==> src/rtl/shift_pkg.sv <==
//------------------------------------------------------------------------------
// Module      : shift_pkg
// Description : Shared operation and FSM-state encodings for the shift sequencer.
// Revision    : 1.0
//------------------------------------------------------------------------------
`default_nettype none

package shift_pkg;

    typedef enum logic [2:0] {
        OP_HOLD = 3'd0,
        OP_LOAD = 3'd1,
        OP_SHR  = 3'd2,
        OP_SHL  = 3'd3,
        OP_ROR  = 3'd4,
        OP_ROL  = 3'd5,
        OP_ASR  = 3'd6,
        OP_LSL  = 3'd7
    } op_e;

    typedef enum logic [1:0] {
        ST_IDLE = 2'd0,
        ST_RUN  = 2'd1,
        ST_DONE = 2'd2
    } state_e;

endpackage

`default_nettype wire

==> src/rtl/shift_step.sv <==
//------------------------------------------------------------------------------
// Module      : shift_step
// Description : Combinational single-bit step: next data value and the bit
//               that falls out of the register for the selected operation.
// Revision    : 1.0
//------------------------------------------------------------------------------
`default_nettype none

module shift_step
    import shift_pkg::*;
#(
    parameter int WIDTH = 8
) (
    input  logic [WIDTH-1:0] i_q,
    input  op_e              i_op,
    input  logic             i_msb_in,
    input  logic             i_lsb_in,
    output logic [WIDTH-1:0] o_q_next,
    output logic             o_out_bit
);

    always_comb begin
        o_q_next  = i_q;
        o_out_bit = 1'b0;
        case (i_op)
            OP_SHR: begin
                o_q_next  = {i_msb_in, i_q[WIDTH-1:1]};
                o_out_bit = i_q[0];
            end
            OP_SHL: begin
                o_q_next  = {i_q[WIDTH-2:0], i_lsb_in};
                o_out_bit = i_q[WIDTH-1];
            end
            OP_ROR: begin
                o_q_next  = {i_q[0], i_q[WIDTH-1:1]};
                o_out_bit = i_q[0];
            end
            OP_ROL: begin
                o_q_next  = {i_q[WIDTH-2:0], i_q[WIDTH-1]};
                o_out_bit = i_q[WIDTH-1];
            end
            OP_ASR: begin
                o_q_next  = {i_q[WIDTH-1], i_q[WIDTH-1:1]};
                o_out_bit = i_q[0];
            end
            OP_LSL: begin
                o_q_next  = {i_q[WIDTH-2:0], 1'b0};
                o_out_bit = i_q[WIDTH-1];
            end
            default: ;
        endcase
    end

endmodule

`default_nettype wire

==> src/rtl/shift_sequencer.sv <==
//------------------------------------------------------------------------------
// Module      : shift_sequencer
// Description : Multi-cycle shift/rotate sequencer: accepts an op in IDLE, runs
//               one step per enabled cycle in RUN, pulses done for one cycle.
// Revision    : 1.0
//------------------------------------------------------------------------------
`default_nettype none

module shift_sequencer
    import shift_pkg::*;
#(
    parameter int WIDTH   = 8,
    parameter int SHAMT_W = $clog2(WIDTH) + 1
) (
    input  logic               clk,
    input  logic               rst,
    input  logic               en,
    input  logic               start,
    input  logic [2:0]         op,
    input  logic [WIDTH-1:0]   d,
    input  logic [SHAMT_W-1:0] shamt,
    input  logic               msb_in,
    input  logic               lsb_in,
    output logic [WIDTH-1:0]   q,
    output logic               ser_out,
    output logic               busy,
    output logic               done
);

    state_e               r_state;
    op_e                  r_op;
    logic [SHAMT_W-1:0]   r_cnt;
    logic [WIDTH-1:0]     r_q;
    logic                 r_ser;
    logic                 r_busy;
    logic                 r_done;

    logic [WIDTH-1:0]     w_q_next;
    logic                 w_out_bit;
    op_e                  w_op_in;

    assign w_op_in = op_e'(op);

    shift_step #(
        .WIDTH (WIDTH)
    ) u_step (
        .i_q       (r_q),
        .i_op      (r_op),
        .i_msb_in  (msb_in),
        .i_lsb_in  (lsb_in),
        .o_q_next  (w_q_next),
        .o_out_bit (w_out_bit)
    );

    // rst is active low; busy/done are registered alongside the state so they
    // track it exactly without decoding.
    always_ff @(posedge clk or negedge rst) begin
        if (!rst) begin
            r_state <= ST_IDLE;
            r_op    <= OP_HOLD;
            r_cnt   <= '0;
            r_q     <= '0;
            r_ser   <= 1'b0;
            r_busy  <= 1'b0;
            r_done  <= 1'b0;
        end else begin
            case (r_state)
                ST_IDLE: begin
                    if (en && start) begin
                        r_op <= w_op_in;
                        if (w_op_in == OP_LOAD) begin
                            r_q <= d;
                        end
                        if (w_op_in == OP_HOLD || w_op_in == OP_LOAD || shamt == '0) begin
                            r_state <= ST_DONE;
                            r_done  <= 1'b1;
                        end else begin
                            r_cnt   <= shamt;
                            r_state <= ST_RUN;
                            r_busy  <= 1'b1;
                        end
                    end
                end
                ST_RUN: begin
                    if (en) begin
                        r_q   <= w_q_next;
                        r_ser <= w_out_bit;
                        r_cnt <= r_cnt - 1'b1;
                        if (r_cnt == SHAMT_W'(1)) begin
                            r_state <= ST_DONE;
                            r_busy  <= 1'b0;
                            r_done  <= 1'b1;
                        end
                    end
                end
                ST_DONE: begin
                    // Leaves DONE unconditionally so done never stretches.
                    r_state <= ST_IDLE;
                    r_done  <= 1'b0;
                end
                default: begin
                    r_state <= ST_IDLE;
                    r_busy  <= 1'b0;
                    r_done  <= 1'b0;
                end
            endcase
        end
    end

    assign q       = r_q;
    assign ser_out = r_ser;
    assign busy    = r_busy;
    assign done    = r_done;

endmodule

`default_nettype wire

==> config.mk <==
export PLATFORM = sky130hd
export DESIGN_NAME = shift_sequencer
export DESIGN_NICKNAME = d
export VERILOG_FILES = /design/src/rtl/shift_pkg.sv /design/src/rtl/shift_step.sv /design/src/rtl/shift_sequencer.sv
export SDC_FILE = /design/constraint.sdc
export NUM_CORES = 1
export LEC_CHECK = 0
export CAP_MARGIN = 20
export CORE_MARGIN = 2
export CORE_UTILIZATION = 45
export DETAILED_ROUTE_END_ITERATION = 6
export PLACE_DENSITY_LB_ADDON = 0.08
export SYNTH_ARGS = -nofsm -noshare
export SYNTH_HDL_FRONTEND = slang
export SYNTH_HIERARCHICAL = 1
export SYNTH_SLANG_ARGS = --single-unit
==> constraint.sdc <==
create_clock -name clk -period 1.8 [get_ports clk]
set_clock_uncertainty 0.15 [all_clocks]
set_input_delay 0.45 -clock clk [delete_from_list [all_inputs] [get_ports clk]]
set_output_delay 0.45 -clock clk [all_outputs]
set_load 0.03 [all_outputs]
==> results.py <==
metrics = {
    "run_status": {
        "outcome": "complete, no violations",
    },
    "grt": {
        "antenna_violations_before_repair": 0,
        "wire_length_of_the_first_global_routing_pass_mm": 5.30,
        "number_of_global_route_vias_before_repair": 1243,
        "grt_max_degree": 21,
        "grt_remaining_overflow": 0,
        "global_route_total_usage_across_every_layer": 0.204,
    },
    "clock_tree": {
        "clkSinkCount": 20,
        "clock_tree.htree_level_count": 1,
        "cts_max_path_buffers": 2,
        "cts_setup_buffers": 0,
        "ctsRootBufferMaster": "sky130_fd_sc_hd__clkbuf_4",
        "clock_tree_from_tritoncts": "built",
        "numCtsBuffers": 3,
        "path_clk_slew_ns": 0.13,
        "clock_insertion_delay_worst_skew_ns": 0.31,
    },
    "pwr": {
        "power.total_uw": 3040,
        "power_per_cell_area_nw_per_um2": 1690,
        "power.ir.vdd_worst_mv": 1.09,
        "static-leakage-power_uw": 0.000810,
    },
    "timing": {
        "finalWorstPathRequiredPeriod_ns": 1.73,
        "timing.final.setup_violations": 0,
        "max_freq_ghz": 0.579,
        "final-max-slew-violation-count": 0,
        "tightestPinTransition_ns": 0.357,
        "report.final.hold_viol_count": 0,
        "final.hold.worst_slack_ns": 0.318,
        "layout_worst_path_cycle_share": 0.959,
        "worst_slew_margin_rel": 0.762,
        "setup_repair_after_global_routing_missed_its_margin": "no",
    },
    "synthesis": {
        "synthesis.nets": 161,
        "netlist-cell-type-count": 40,
        "syn_area_per_cell_sq_um": 9.57,
        "synth-seq-area-share": 0.379,
        "post-synth-top-area-cell": "sky130_fd_sc_hd__dfrtp_1",
        "synth.area.top_cells": "sky130_fd_sc_hd__dfrtp_1, sky130_fd_sc_hd__mux2i_1, sky130_fd_sc_hd__o21ai_0",
        "synth-warning-count": 6,
        "number_of_register_bits_inferred_by_synthesis": 20,
        "syn_std_cell_area_sq_um": 1320,
        "synth_top_area_frac": 0.379,
        "postSynthCellCount": 138,
    },
    "route": {
        "avgRoutedWirePerCell_microns": 14.2,
        "drt_wl_total_mm": 3.08,
        "drt_iter0_markers": 51,
        "length_of_the_first_detailed_routing_pass_in_iterations": 4,
        "post_drt_via_cell_ratio": 5.43,
        "dr_total_vias": 1179,
        "dr.max_layer_used": "met4",
        "detailroute.wirelength.met2_mm": 1.52,
        "route.met3.wl_microns": 102,
        "drc": 0,
        "met1Wirelength_mm": 1.43,
        "ant_nets": 0,
    },
    "setup_path": {
        "worst_flop_to_flop_path_endpoint": "busy$_DFFE_PN0P_",
        "crit_path_cell_count": 1,
        "start_kind": "flip-flop",
        "rrSetupSlack_ns": 0.17,
        "crit_path_cell_trace": "clkdlybuf4s15_1",
        "setup.worst_path.class": "reg -> out",
        "critical-path-max-stage-delay_ns": 0.43,
        "count_of_buffer_and_inverter_cells_on_the_critical_path": 1,
        "worst-path-max-fanout": 5,
        "startpoint": "q[3]$_DFFE_PN0P_",
        "slowest_stage": "sky130_fd_sc_hd__dfrtp_1",
        "crit-reg2reg-launch": "r_cnt[1]$_DFFE_PN0P_",
        "cpLargestDelayFamily": "flip-flops",
        "crit_required_ns": 1.20,
        "arrival_ns": 1.13,
        "depth_of_the_worst_register_to_register_path": 6,
        "worstSetupEndpoint": "q[3]",
        "worst_setup_path_end_kind": "output port",
    },
    "die": {
        "die-width_microns": 58.2,
        "ioPinCount": 32,
        "dieArea_sq_um": 3390,
        "floorplan.rows": 19,
        "placeableCoreArea_sq_um": 2780,
        "floorplan.initialDensity": 0.475,
        "die_height_microns": 58.2,
    },
    "place": {
        "place_hpwl_mm": 2.39,
        "place_congestion": 0.832,
        "placement.io_buffers": 31,
    },
    "finish": {
        "diodes": 0,
        "utilization_after_layout": 0.648,
        "num-nets-final": 210,
        "final_layout_size_suffix_gt1_frac": 0.204,
        "area_delta_synth_final_pct": 36.4,
    },
    "job": {
        "max-cap-violations": 0,
    },
    "min_path": {
        "min_path_type": "in -> async",
    },
}
[worst min-delay path by stage]
| stage | from | end | slack (ns) | cells after the start |
|---|---|---|---|---|
| 2_1_floorplan | rst | busy$_DFFE_PN0P_ | 0.004 | 0 |
| 3_3_place_gp | done$_DFFE_PN0P_ | done$_DFFE_PN0P_ | 0.31 | 1 |
| 3_5_place_dp | r_state[1]$_DFFE_PN0P_ | r_state[0]$_DFFE_PN0P_ | 0.33 | 1 |
| 4_1_cts | rst | q[4]$_DFFE_PN0P_ | 0.32 | 2 |
| 5_1_grt | rst | q[5]$_DFFE_PN0P_ | 0.34 | 2 |
| 6_report | rst | q[5]$_DFFE_PN0P_ | 0.32 | 2 |
[logic make-up after synthesis]
group,Yosys count,synth area share
flops,20,0.379
buf+inv,12,0.0597
mux,20,0.155
fa+ha+maj,2,0.0189
simple gates,45,0.191
compound gates,39,0.196
[cell usage after synthesis, drive strengths merged]
library cell,instances
mux2,4
a21o,1
or2,2
o31ai,1
nand2,19
a211o,1
dfrtp,20
o32a,2
ha,2
o21a,1
o211ai,1
nor4,2
or3,1
and2b,2
o21ai,18
nand2b,1
nor3b,2
nor2,11
a31oi,2
o32ai,1
a221o,1
buf,5
mux2i,16
a211oi,3
a21oi,5
nor2b,2
inv,7
and3,1
nor3,2
o22a,1
a22o,1
[stage by stage]
| step | setup TNS, ns | std cells | area (sq um) | worst slack [ns] |
|---|---|---|---|---|
| finish | 0 | 217 | 1800 | 0.0735 |
| CTS | 0 | 217 | 1790 | 0.0247 |
| global placement | -2.41 | 213 | 1760 | -0.181 |
| detailed placement | -2.54 | 213 | 1760 | -0.215 |
| global route | 0 | 217 | 1800 | 0.00809 |
| floorplan | 0 | 138 | 1320 | 0.261 |
[sequential cells by signal, indices dropped and copies added, names as in the netlist]
signal,flops
r_state,2
ser_out,1
q,8
busy,1
r_cnt,4
done,1
r_op,3
[where the power goes]
part	switching, uW	internal (uW)	leakage [uW]
Sequential	209	655	0.000244
Combinational	987	822	0.000538
Clock	142	225	0.0000279
[metal layers]
layer | up-vias | track usage
li1 | 591 | -
met1 | 563 | 0.242
met2 | 21 | 0.364
met3 | 4 | 0.0290
met4 | 0 | 0.0897
met5 | - | 0
[timing repair]
action	4_1_cts	5_1_grt
endpoints found under the setup margin	11	3
cloned	0	0
hold endpoints to repair	0	0
resized for setup	11	3
hold buffers	0	0
[cells in the final DEF, fill, tap and decap left out, types with 3 or more instances in the layout]
cell type                          n
sky130_fd_sc_hd__dfrtp_1          20
sky130_fd_sc_hd__clkdlybuf4s50_1  20
sky130_fd_sc_hd__nand2_1          18
sky130_fd_sc_hd__buf_4            18
sky130_fd_sc_hd__mux2i_1          16
sky130_fd_sc_hd__o21ai_0          14
sky130_fd_sc_hd__nor2_1           10
sky130_fd_sc_hd__dlygate4sd2_1     9
sky130_fd_sc_hd__inv_1             6
sky130_fd_sc_hd__a21oi_1           5
sky130_fd_sc_hd__mux2_2            4
sky130_fd_sc_hd__clkbuf_4          3
sky130_fd_sc_hd__o21ai_1           3
[final cells by class]
cell class / count / area, sq um
Fill cell: 232 / 980
Multi-Input combinational cell: 106 / 747
Sequential cell: 20 / 500
Timing Repair Buffer: 49 / 434
Tap cell: 31 / 38.8
Clock inverter: 1 / 30.0
Inverter: 7 / 28.8
Clock buffer: 3 / 22.5
(Power assumes the default switching activity.)
